`src/rtl/risc13_pkg.sv`:
```
// Shared encodings for the 13-bit RISC core: opcodes, FSM states,
// instruction field positions and the decoded instruction class.
package risc13_pkg;

    localparam int IW          = 13;
    localparam int TW          = 6;
    localparam int MEM_TIMEOUT = 15;

    localparam int OP_MSB  = 12;
    localparam int OP_LSB  = 9;
    localparam int RD_MSB  = 8;
    localparam int RD_LSB  = 6;
    localparam int RS_MSB  = 5;
    localparam int RS_LSB  = 3;
    localparam int RT_MSB  = 2;
    localparam int RT_LSB  = 0;
    localparam int TGT_MSB = 5;
    localparam int TGT_LSB = 0;

    localparam logic [3:0] OP_NOP  = 4'h0;
    localparam logic [3:0] OP_ADD  = 4'h1;
    localparam logic [3:0] OP_SUB  = 4'h2;
    localparam logic [3:0] OP_AND  = 4'h3;
    localparam logic [3:0] OP_OR   = 4'h4;
    localparam logic [3:0] OP_XOR  = 4'h5;
    localparam logic [3:0] OP_ADDI = 4'h6;
    localparam logic [3:0] OP_LD   = 4'h7;
    localparam logic [3:0] OP_ST   = 4'h8;
    localparam logic [3:0] OP_BEQ  = 4'h9;
    localparam logic [3:0] OP_BNE  = 4'hA;
    localparam logic [3:0] OP_JMP  = 4'hB;
    localparam logic [3:0] OP_HALT = 4'hF;

    typedef enum logic [2:0] {
        S_FETCH  = 3'd0,
        S_DECODE = 3'd1,
        S_EXEC   = 3'd2,
        S_MEM    = 3'd3,
        S_WB     = 3'd4,
        S_HALT   = 3'd5
    } state_t;

    typedef struct packed {
        logic is_alu;
        logic is_imm;
        logic is_ld;
        logic is_st;
        logic is_br;
        logic is_jmp;
        logic is_halt;
        logic is_illegal;
    } instr_class_t;

endpackage

```
`src/rtl/instr_class_decode.sv`:
```
// Combinational opcode classifier used by the multi-cycle controller.
module instr_class_decode
    import risc13_pkg::*;
(
    input  logic [3:0]   i_Opcode,
    output instr_class_t o_Class
);

    always_comb begin
        // NOTE: default every field first so no path through the case infers a latch.
        o_Class = '0;
        case (i_Opcode)
            OP_ADD, OP_SUB, OP_AND, OP_OR, OP_XOR: o_Class.is_alu     = 1'b1;
            OP_ADDI:                               o_Class.is_imm     = 1'b1;
            OP_LD:                                 o_Class.is_ld      = 1'b1;
            OP_ST:                                 o_Class.is_st      = 1'b1;
            OP_BEQ, OP_BNE:                        o_Class.is_br      = 1'b1;
            OP_JMP:                                o_Class.is_jmp     = 1'b1;
            OP_HALT:                               o_Class.is_halt    = 1'b1;
            4'hC, 4'hD, 4'hE:                      o_Class.is_illegal = 1'b1;
            default:                               o_Class            = '0;
        endcase
    end

endmodule

```
`src/rtl/multicycle_ctrl.sv`:
```
// Multi-cycle control FSM: holds the instruction register and sequences each
// instruction through FETCH/DECODE/EXEC/MEM/WB, driving PC and datapath controls.
module multicycle_ctrl
    import risc13_pkg::*;
#(
    parameter int P_IW          = IW,
    parameter int P_TW          = TW,
    parameter int P_MEM_TIMEOUT = MEM_TIMEOUT
) (
    input  logic            clk,
    input  logic            reset,
    input  logic [P_IW-1:0] i_Instr,
    input  logic            i_Zero,
    input  logic            i_MemAck,
    output logic            o_PC,
    output logic            o_PCop,
    output logic [P_TW-1:0] o_Branch,
    output logic [2:0]      o_Rd,
    output logic [2:0]      o_Rs,
    output logic [2:0]      o_Rt,
    output logic [3:0]      o_ALUop,
    output logic            o_ALUsrc,
    output logic            o_RegWrite,
    output logic            o_MemReq,
    output logic            o_MemWrite,
    output logic            o_Halted,
    output logic            o_Illegal,
    output logic            o_Fault
);

    localparam int CW = $clog2(P_MEM_TIMEOUT + 1);

    state_t          r_State;
    logic [P_IW-1:0] r_IR;
    logic [CW-1:0]   r_Wait;
    logic            r_Fault;

    logic [3:0]      w_Op;
    instr_class_t    w_Class;
    logic            w_LastWait;
    logic            w_PC;
    logic            w_PCop;
    logic            w_RegWrite;
    logic            w_MemReq;
    logic            w_Illegal;

    assign w_Op       = r_IR[OP_MSB:OP_LSB];
    assign w_LastWait = (r_Wait == CW'(P_MEM_TIMEOUT - 1));

    instr_class_decode u_decode (
        .i_Opcode (w_Op),
        .o_Class  (w_Class)
    );

    // NOTE: sequential state uses non-blocking assignments only, so every
    // register sees pre-edge values regardless of statement order.
    always_ff @(posedge clk) begin
        if (reset) begin
            r_State <= S_FETCH;
            r_IR    <= '0;
            r_Wait  <= '0;
            r_Fault <= 1'b0;
        end else begin
            case (r_State)
                S_FETCH: begin
                    r_IR    <= i_Instr;
                    r_State <= S_DECODE;
                end
                S_DECODE: begin
                    if (w_Class.is_halt)
                        r_State <= S_HALT;
                    else if (w_Op == OP_NOP || w_Class.is_illegal)
                        r_State <= S_FETCH;
                    else
                        r_State <= S_EXEC;
                end
                S_EXEC: begin
                    if (w_Class.is_alu || w_Class.is_imm)
                        r_State <= S_WB;
                    else if (w_Class.is_ld || w_Class.is_st)
                        r_State <= S_MEM;
                    else
                        r_State <= S_FETCH;
                end
                S_MEM: begin
                    if (i_MemAck) begin
                        r_Wait  <= '0;
                        r_State <= w_Class.is_st ? S_FETCH : S_WB;
                    end else if (w_LastWait) begin
                        r_Wait  <= '0;
                        r_Fault <= 1'b1;
                        r_State <= S_HALT;
                    end else begin
                        r_Wait  <= r_Wait + 1'b1;
                    end
                end
                S_WB:    r_State <= S_FETCH;
                S_HALT:  r_State <= S_HALT;
                default: r_State <= S_FETCH;
            endcase
        end
    end

    // Strobes decode from the registered state and IR; branch resolution and
    // the store-ack retire react to i_Zero / i_MemAck within the same cycle.
    always_comb begin
        w_PC       = 1'b0;
        w_PCop     = 1'b0;
        w_RegWrite = 1'b0;
        w_MemReq   = 1'b0;
        w_Illegal  = 1'b0;
        case (r_State)
            S_DECODE: begin
                if (!w_Class.is_halt && (w_Op == OP_NOP || w_Class.is_illegal)) begin
                    w_PC      = 1'b1;
                    w_Illegal = w_Class.is_illegal;
                end
            end
            S_EXEC: begin
                if (w_Op == OP_BEQ) begin
                    w_PC   = 1'b1;
                    w_PCop = i_Zero;
                end else if (w_Op == OP_BNE) begin
                    w_PC   = 1'b1;
                    w_PCop = ~i_Zero;
                end else if (w_Class.is_jmp) begin
                    w_PC   = 1'b1;
                    w_PCop = 1'b1;
                end
            end
            S_MEM: begin
                w_MemReq = 1'b1;
                w_PC     = i_MemAck & w_Class.is_st;
            end
            S_WB: begin
                w_RegWrite = 1'b1;
                w_PC       = 1'b1;
            end
            default: ;
        endcase
        if (reset) begin
            w_PC       = 1'b0;
            w_PCop     = 1'b0;
            w_RegWrite = 1'b0;
            w_MemReq   = 1'b0;
            w_Illegal  = 1'b0;
        end
    end

    assign o_PC       = w_PC;
    assign o_PCop     = w_PCop;
    assign o_RegWrite = w_RegWrite;
    assign o_MemReq   = w_MemReq;
    assign o_MemWrite = w_MemReq & w_Class.is_st;
    assign o_Illegal  = w_Illegal;
    assign o_Halted   = (r_State == S_HALT);
    assign o_Fault    = r_Fault;
    assign o_Branch   = r_IR[TGT_MSB:TGT_LSB];
    assign o_Rd       = r_IR[RD_MSB:RD_LSB];
    assign o_Rs       = r_IR[RS_MSB:RS_LSB];
    assign o_Rt       = r_IR[RT_MSB:RT_LSB];
    assign o_ALUop    = w_Class.is_br ? OP_SUB : w_Op;
    assign o_ALUsrc   = w_Class.is_imm | w_Class.is_ld | w_Class.is_st;

endmodule

```
`config.mk`:
```
export PLATFORM = sky130hd
export DESIGN_NAME = multicycle_ctrl
export DESIGN_NICKNAME = d
export VERILOG_FILES = /design/src/rtl/risc13_pkg.sv /design/src/rtl/instr_class_decode.sv /design/src/rtl/multicycle_ctrl.sv
export SDC_FILE = /design/constraint.sdc
export NUM_CORES = 1
export LEC_CHECK = 0
export ABC_AREA = 0
export CAP_MARGIN = 15
export CORE_MARGIN = 5
export CORE_UTILIZATION = 44
export CTS_CLUSTER_SIZE = 28
export DETAILED_ROUTE_END_ITERATION = 16
export PLACE_DENSITY = 0.79
export SYNTH_ARGS = -nofsm -noshare
export SYNTH_HDL_FRONTEND = slang
export SYNTH_SLANG_ARGS = --single-unit
```
`constraint.sdc`:
```
create_clock -name clk -period 1.37 [get_ports clk]
set_input_delay 0.137 -clock clk [delete_from_list [all_inputs] [get_ports clk]]
set_output_delay 0.137 -clock clk [all_outputs]
set_load 0.02 [all_outputs]
```
# ---- Word-level counts from Yosys, hierarchy flattened
# Cells that the tools add are included.
dict set report totals {
  ff_bits 21
  wordCells 80
  inputBits 17
  out_inout_bits 28
}
dict set report op_classes {
  n_addsub 1
  eq_ne 22
  bitwise_logic 6
  n_reduce_logical 11
  n_mux 36
}
# cell n
set ops {}
lappend ops {{4-bit == test (second input constant)} 9}
lappend ops {{1-bit two-way mux} 24}
lappend ops {{4-bit by 3-bit == test with 1-bit output (second input constant)} 4}
lappend ops {{3-bit two-way mux} 5}
lappend ops {{3-bit case mux with 5 select lines} 1}
lappend ops {{4-bit two-way mux} 3}
lappend ops {{4-bit by 2-bit == test with 1-bit output (second input constant)} 2}
lappend ops {{3-bit by 2-bit == test with 1-bit output (second input constant)} 2}
lappend ops {{3-bit == test (second input constant)} 2}
lappend ops {{5-bit OR reduction} 1}
lappend ops {{4-bit by 1-bit adder with 4-bit output (second input constant)} 1}
lappend ops {{4-bit by 1-bit == test with 1-bit output (second input constant)} 1}
lappend ops {{4-bit zero test} 1}
lappend ops {{2-bit two-way mux} 2}
lappend ops {{1-bit case mux with 4 select lines} 1}
lappend ops {{3-bit by 1-bit == test with 1-bit output (second input constant)} 1}
lappend ops {{3-bit zero test} 1}
lappend ops {{1-bit logical OR} 3}
lappend ops {{3-bit inequality test (second input constant)} 1}
lappend ops {{3-bit AND reduction} 1}
lappend ops {{3-bit OR reduction} 1}
lappend ops {{1-bit AND} 2}
lappend ops {{1-bit inverter} 2}
lappend ops {{1-bit OR} 2}
lappend ops {{3 further kinds} 3}

# ---- Depth between registers and ports, before layout
dict set report logic_depth {
  ltp_word 8
  mapped_depth 6
  mapped_depth_nobuf 6
}

# ---- By module
# Synthesis repeated with hierarchy kept, for this count alone.
dict set report hier_totals {
  cells_unflattened 174
  area_unflattened_um2 1298.7
}
# mod seq_area_each_um2 cells_each n_inst area_per_inst_um2
set by_module_without_submodules {}
lappend by_module_without_submodules {multicycle_ctrl 420.4 160 1 1202.4}
lappend by_module_without_submodules {instr_class_decode 0.0 14 1 96.3}

# ---- Worst setup path before layout
# Ideal clock, no wire load.
dict set report synth_path {
  kind {flip-flop to output port}
  from {register r_IR[12]}
  to {output port o_MemWrite}
  t_arrival_ns 1.501
  path_stages_with_launch 5
  t_required_ns 1.233
  slack_ns -0.268
  n_path_buf 1
  cell_sequence {dfxtp_1 -> buf_4 -> inv_1 -> or3_1 -> nor4_1}
}
dict set report synth_via {
  elab_chain_cells 3
}
# element line
set synth_lines {}
lappend synth_lines {{start, declared} multicycle_ctrl.sv:34} ;# logic [P_IW-1:0] r_IR;
lappend synth_lines {{start signal, assigned} multicycle_ctrl.sv:66} ;# r_IR <= i_Instr;
lappend synth_lines {{4-bit == test} instr_class_decode.sv:12} ;# case (i_Opcode)
lappend synth_lines {{1-bit two-way mux} instr_class_decode.sv:12}
lappend synth_lines {{1-bit AND} multicycle_ctrl.sv:154} ;# assign o_MemWrite = w_MemReq & w_Class.is_st;
lappend synth_lines {{end, declared} multicycle_ctrl.sv:25} ;# output logic o_MemWrite,
# Every way passes these cells.

# ---- Worst setup path in the final report
dict set report layout_path {
  from {register r_IR[9]}
  to {output port o_PC}
}
dict set report layout_via {
  elab_chain_cells 8
}
# element line
set layout_lines {}
lappend layout_lines {{4-bit == test} instr_class_decode.sv:12}
lappend layout_lines {{3-bit OR reduction} instr_class_decode.sv:12}
lappend layout_lines {{1-bit two-way mux} instr_class_decode.sv:12}
lappend layout_lines {{1-bit logical OR} multicycle_ctrl.sv:114} ;# if (!w_Class.is_halt && (w_Op == OP_NOP || w_Class.is_illegal)) begin
lappend layout_lines {{1-bit logical AND} multicycle_ctrl.sv:114}
lappend layout_lines {{1-bit two-way mux} multicycle_ctrl.sv:114}
lappend layout_lines {{1-bit case mux with 4 select lines *} multicycle_ctrl.sv:112} ;# case (r_State)
lappend layout_lines {{1-bit two-way mux *} multicycle_ctrl.sv:141} ;# if (reset) begin
lappend layout_lines {{end, declared} multicycle_ctrl.sv:15} ;# output logic o_PC,
# Mark *: on every way between the ends. The rest lies on a longest branch, timed or not.

==> run metrics <==
Ports 45; antenna-violating nets left 0; Tmin final 1760 ps; Worst-Margin Slew 256 ps; Die Wd 63.8 um; DR iter-0 viols 63; Port Buffers 44; peak supply drop 966 uV; Final setup viols 15; final period utilization 128%; Worst-path clk slew 120 ps; Synth Register Bits 21; Layout Skew 2.32 ps; PwrDens 1100 nW/um2; Final Hold Viols 0; Hold Crit Depth 3; syn nets 182; CTS max path bufs 2; iteration count of the initial detailed-routing pass 4; Synth warnings 0; CP Class reg -> out; # clock sinks 21; DR WL/cell 16.6 um; Synth top cells by count nand2_1, dfxtp_1, buf_4, a21oi_1, nor2_1; Yosys top cell area share 33.1%; hpwl dp 2690 um; utilization after layout 76.7%; layout net count 245; CP Data Required Time 1230 ps; Max-Cap Viols 0; startpoint types flip-flop; crit path DAT 1620 ps; ratio of cells with drive above 1 in the final layout 42.2%; f_max 568 MHz; Via-to-Cell Ratio 5.40; Seq/Total Area, Yosys 33.1%; Ant. Diodes 0; cts hold-fix bufs 0; most common cell in the synthesized netlist nand2_1; prevailing post-synth register cell dfxtp_1; Reg2Reg Depth 5; CTS root buffer clkbuf_4; status finished, violations left; Synth-to-Final Area Change 66.3%; Netlist cell types 40; critical path capture point type output pin; largest fanout on the critical path 6; Post-Synthesis Cell Area 1270 um2; die height 63.8 um; Slew Viols, Final 0; worst relative slew slack 82.4%; Worst Hold Class in -> reg; clock latency on the worst-skew pair 310 ps; Core Region 2760 um2; largest net degree at the start of global routing 25; gr ovfl total 0; H-tree depth 1; violated checks setup timing; Synth area leader dfxtp_1; Tot GR Track Use 19.4%; RSZ-0062 raised after global routing yes; GPL Wtd Cong 0.877; Total Power 2.32 mW; initial antenna violation count 0; ys async rst share 0%; final WL 4240 um; die area 4060 um2; row count 19; post-route DRC violation count 0; final worst slack -390 ps; first-pass GRT wire length 6330 um; Layout fillers 174; Leakage 0.962 nW; vias 1382; CTS tree yes; cts bufs inserted 3; pre-CTS setup slack -589 ps; Initial Util 46.1%; Synth area leaders dfxtp_1, buf_4, nand2_1, a21oi_1, nor2_1; Synth Instances 163; number of global-route vias before repair 1403; Post-synth EDFFs 0; syn avg cell area 7.80 um2
-- power breakdown --
| group | total [mW] | switching, mW | internal (mW) |
|---|---|---|---|
| clock network | 0.311 | 0.201 | 0.109 |
| registers | 0.794 | 0.101 | 0.693 |
| logic | 1.21 | 0.601 | 0.611 |
-- final timing paths --
| kind | start | endpoint | slack, ps |
|---|---|---|---|
| setup reg to reg | r_IR[9]$_SDFFE_PP0N_ | r_State[1]$_SDFFE_PP0P_ | -140 |
| hold reg to reg | r_IR[8]$_SDFFE_PP0N_ | r_IR[8]$_SDFFE_PP0N_ | 470 |
| setup / recovery | r_IR[9]$_SDFFE_PP0N_ | o_PC | -390 |
| hold / removal | i_Instr[8] | r_IR[8]$_SDFFE_PP0N_ | 360 |
-- routing by layer --
metal	GRT usage, %	vias up	wire [um]
met1	19.4	654	1580
met2	37.7	55	2310
li1	-	660	-
met5	0	-	0
met3	4.03	13	217
met4	8.57	0	127
-- final cells by class --
class                           instances  area (um2)  area share [%]
Timing Repair Buffer                   86         792            37.5
Multi-Input combinational cell        110         791            37.4
Tap cell                               31        38.8            1.83
Clock buffer                            3        22.5            1.07
Inverter                                4        17.5           0.828
Clock inverter                          1        5.00           0.237
Sequential cell                        21         448            21.2
-- critical path: stages (launching register included) --
cell      delay, ps
dfxtp_4         400
nor2_4          130
mux2i_1         230
a31oi_1         130
a221oi_2        250
buf_4           180
-- per-stage QoR --
stage	hold WS [ps]	setup TNS [ps]	instance area (um2)	std cells
2_1_floorplan	273	-97.0	1290	163
3_3_place_gp	443	-3930	1800	241
4_1_cts	353	-1640	1930	247
3_5_place_dp	450	-4360	1800	241
6_report	359	-2080	2110	256
5_1_grt	363	-3420	2110	256
-- placed cells by master, fill, tap and decap left out, types with 2 or more instances in the layout --
cell / instances
nand2_1: 31
buf_4: 30
buf_6: 21
a21oi_1: 16
clkdlybuf4s50_1: 16
dlygate4sd2_1: 16
dfxtp_1: 13
nor2_1: 8
dfxtp_4: 7
nor2_4: 4
nor3_4: 4
inv_1: 3
mux2i_1: 3
a31oi_1: 3
clkbuf_4: 3
nor2_2: 2
a21oi_4: 2
nor3_1: 2
nor4_4: 2
nand3_1: 2
o21ai_0: 2
a211oi_1: 2
-- state kept, by name, indices dropped and copies added (netlist names) --
register  cells
r_Wait        4
r_IR         13
o_Fault       1
r_State       3
-- what timing repair did --
action,4_1_cts,5_1_grt
pin swaps,7,16
endpoints found under the setup margin,42,32
resized for setup,113,32
cloned,0,0
buffers inserted,2,11
-- cells by family (layout without fill, tap and decap cells) --
kind of cell	after synthesis	after routing	synth area share [%]
simple gates	70	70	28.3
buf+inv	32	94	17.6
compound gates	34	34	15.9
mux	3	3	2.36
flops	21	21	33.1
xor+xnor	1	1	0.689
fa+ha+maj	2	2	1.97
No activity file was read; power rests on OpenSTA's default activity.
==> patch, RTL diff (config.mk and constraints unchanged) <==
Make the reset (`reset`) asynchronous in one clocked block.
--- a/src/rtl/multicycle_ctrl.sv
+++ b/src/rtl/multicycle_ctrl.sv
@@ -54,7 +54,7 @@
 
     // NOTE: sequential state uses non-blocking assignments only, so every
     // register sees pre-edge values regardless of statement order.
-    always_ff @(posedge clk) begin
+    always_ff @(posedge clk or posedge reset) begin
         if (reset) begin
             r_State <= S_FETCH;
             r_IR    <= '0;
Formal check against the unedited RTL: differs if reset is asserted again (counterexample within 4 cycles, from zero or initial values and one cycle with reset high); with reset held inactive, the same outputs for 10 cycles.
==> patch against the unedited design <==
- the run still ends with setup timing left
- synthesized area is 3.0% higher
- setup slack got worse by 0.21 ns
- wire length is 0.85% lower
- sequential cell count unchanged
- design area grew 9.3%
- die area up 2.5%
Power is not compared: it rests on default switching activity, and its combinational part moved more than twofold at a synthesized area within 25%.
==> patch: results (changes against the unedited design) <==
Run status:
- The run finished, with violations left.
- The final reports fail on setup timing.

Timing:
- The worst setup skew after layout is 0.0149 ns (+0.0126 ns).
- The final critical-path setup slack came to -0.597 ns (-0.207 ns).
- The total negative setup slack is -5.66 ns (-3.58 ns).
- The final count of negative-setup-slack endpoints came to 31 (+16).
- The slew at the pin closest to its max-slew limit was 0.329 ns (+0.0727 ns).

Global route:
- The total global routing track utilization is 0.191 (-0.00297).
- The first-pass GRT wire length came to 6290 um (-0.77%).
- The via count of the first global-routing pass is 1,330 (-5.2%).

Worst setup path:
- The highest cell delay on the worst timing path was 0.42 ns (+0.02 ns).
- The gate family responsible for the most delay along the worst path is simple AND/OR/NAND/NOR gates.

Synth:
- The count of different cell masters after synthesis came to 37 (-7.5%).
- The proportion of synthesized chip area in sequential cells came to 0.402 (+0.0708).
- The commonest cells after synthesis are sky130_fd_sc_hd__dfrtp_1, sky130_fd_sc_hd__buf_4, sky130_fd_sc_hd__mux2_2, sky130_fd_sc_hd__nand2_1.
- The most used flip-flop cell after synthesis is sky130_fd_sc_hd__dfrtp_1.
- The post-synth net total is 151 (-17%).

Placement:
- The placed instance count came to 211 (-12%).
- The detailed placement HPWL came to 2510 um (-6.7%).

Detailed routing:
- The number of violations reported at the end of detailed-routing iteration 0 is 38 (-40%).
- The total wirelength of the detailed-routed design is 4210 um (-0.85%).
- The final routed wire length divided by cell count is 17.9 um (+8.0%).

Final layout:
- The combined area of the multi-input logic cells was 827 um2 (+4.6%).
- The number of buffers other than clock buffers in the final layout is 93 (+8.1%).

Hold path:
- The min-delay analysis places its worst path in the category in -> async.
==> patch: cell count changes after synthesis, moves of 4 or more <==
cell,unedited run,this run
sky130_fd_sc_hd__dfrtp_1,0,21
sky130_fd_sc_hd__a21oi_1,18,2
sky130_fd_sc_hd__buf_6,4,0
sky130_fd_sc_hd__dfxtp_1,21,0
sky130_fd_sc_hd__nor2_1,13,5
sky130_fd_sc_hd__nand2_1,31,12
sky130_fd_sc_hd__mux2_2,0,13
==> patch: metrics by stage <==
stage | power [mW] | setup WS [ns] | util
after CTS | 5.41 | -0.506 | 0.779
after global routing | 6.21 | -0.643 | 0.824
after global placement | 4.29 | -0.622 | 0.679
final | 5.87 | -0.597 | 0.824
after detailed placement | 4.38 | -0.667 | 0.679
after floorplan | 3.22 | -0.193 | -
==> patch: path summary, 6_finish.rpt <==
check	startpoint	to	slack, ns
worst max register to register	r_State[2]	r_State[2]	-0.22
min in group clk	i_Instr[5]	r_IR[5]	0.43
worst min-delay path	reset	o_Fault	0.35
worst max-delay path	r_IR[10]	o_PC	-0.60
worst min register to register	o_Fault	o_Fault	0.52
max in group asynchronous	reset	r_State[2]	0.77
==> patch: kinds of logic (layout without fill, tap and decap cells) <==
kind of cell	after synthesis	after routing	share of synthesized area
simple gates	39	39	0.170
buf+inv	29	101	0.137
compound gates	24	24	0.132
flops	21	21	0.402
mux	15	15	0.127
fa+ha+maj	2	2	0.0191
xor+xnor	2	2	0.0134
==> patch: metal layers <==
metal  track usage  wire (um)  vias to the layer above
met1         0.222       1790                      616
li1              -          -                      591
met4        0.0528         67                        0
met3        0.0535        241                       10
met5             0          0                        -
met2         0.343       2110                       55
==> patch: timing repair <==
item	CTS	global route
pin swaps	10	5
gates resized for setup	128	23
gates cloned	1	0
buffers inserted	12	12
setup endpoints to repair	48	32
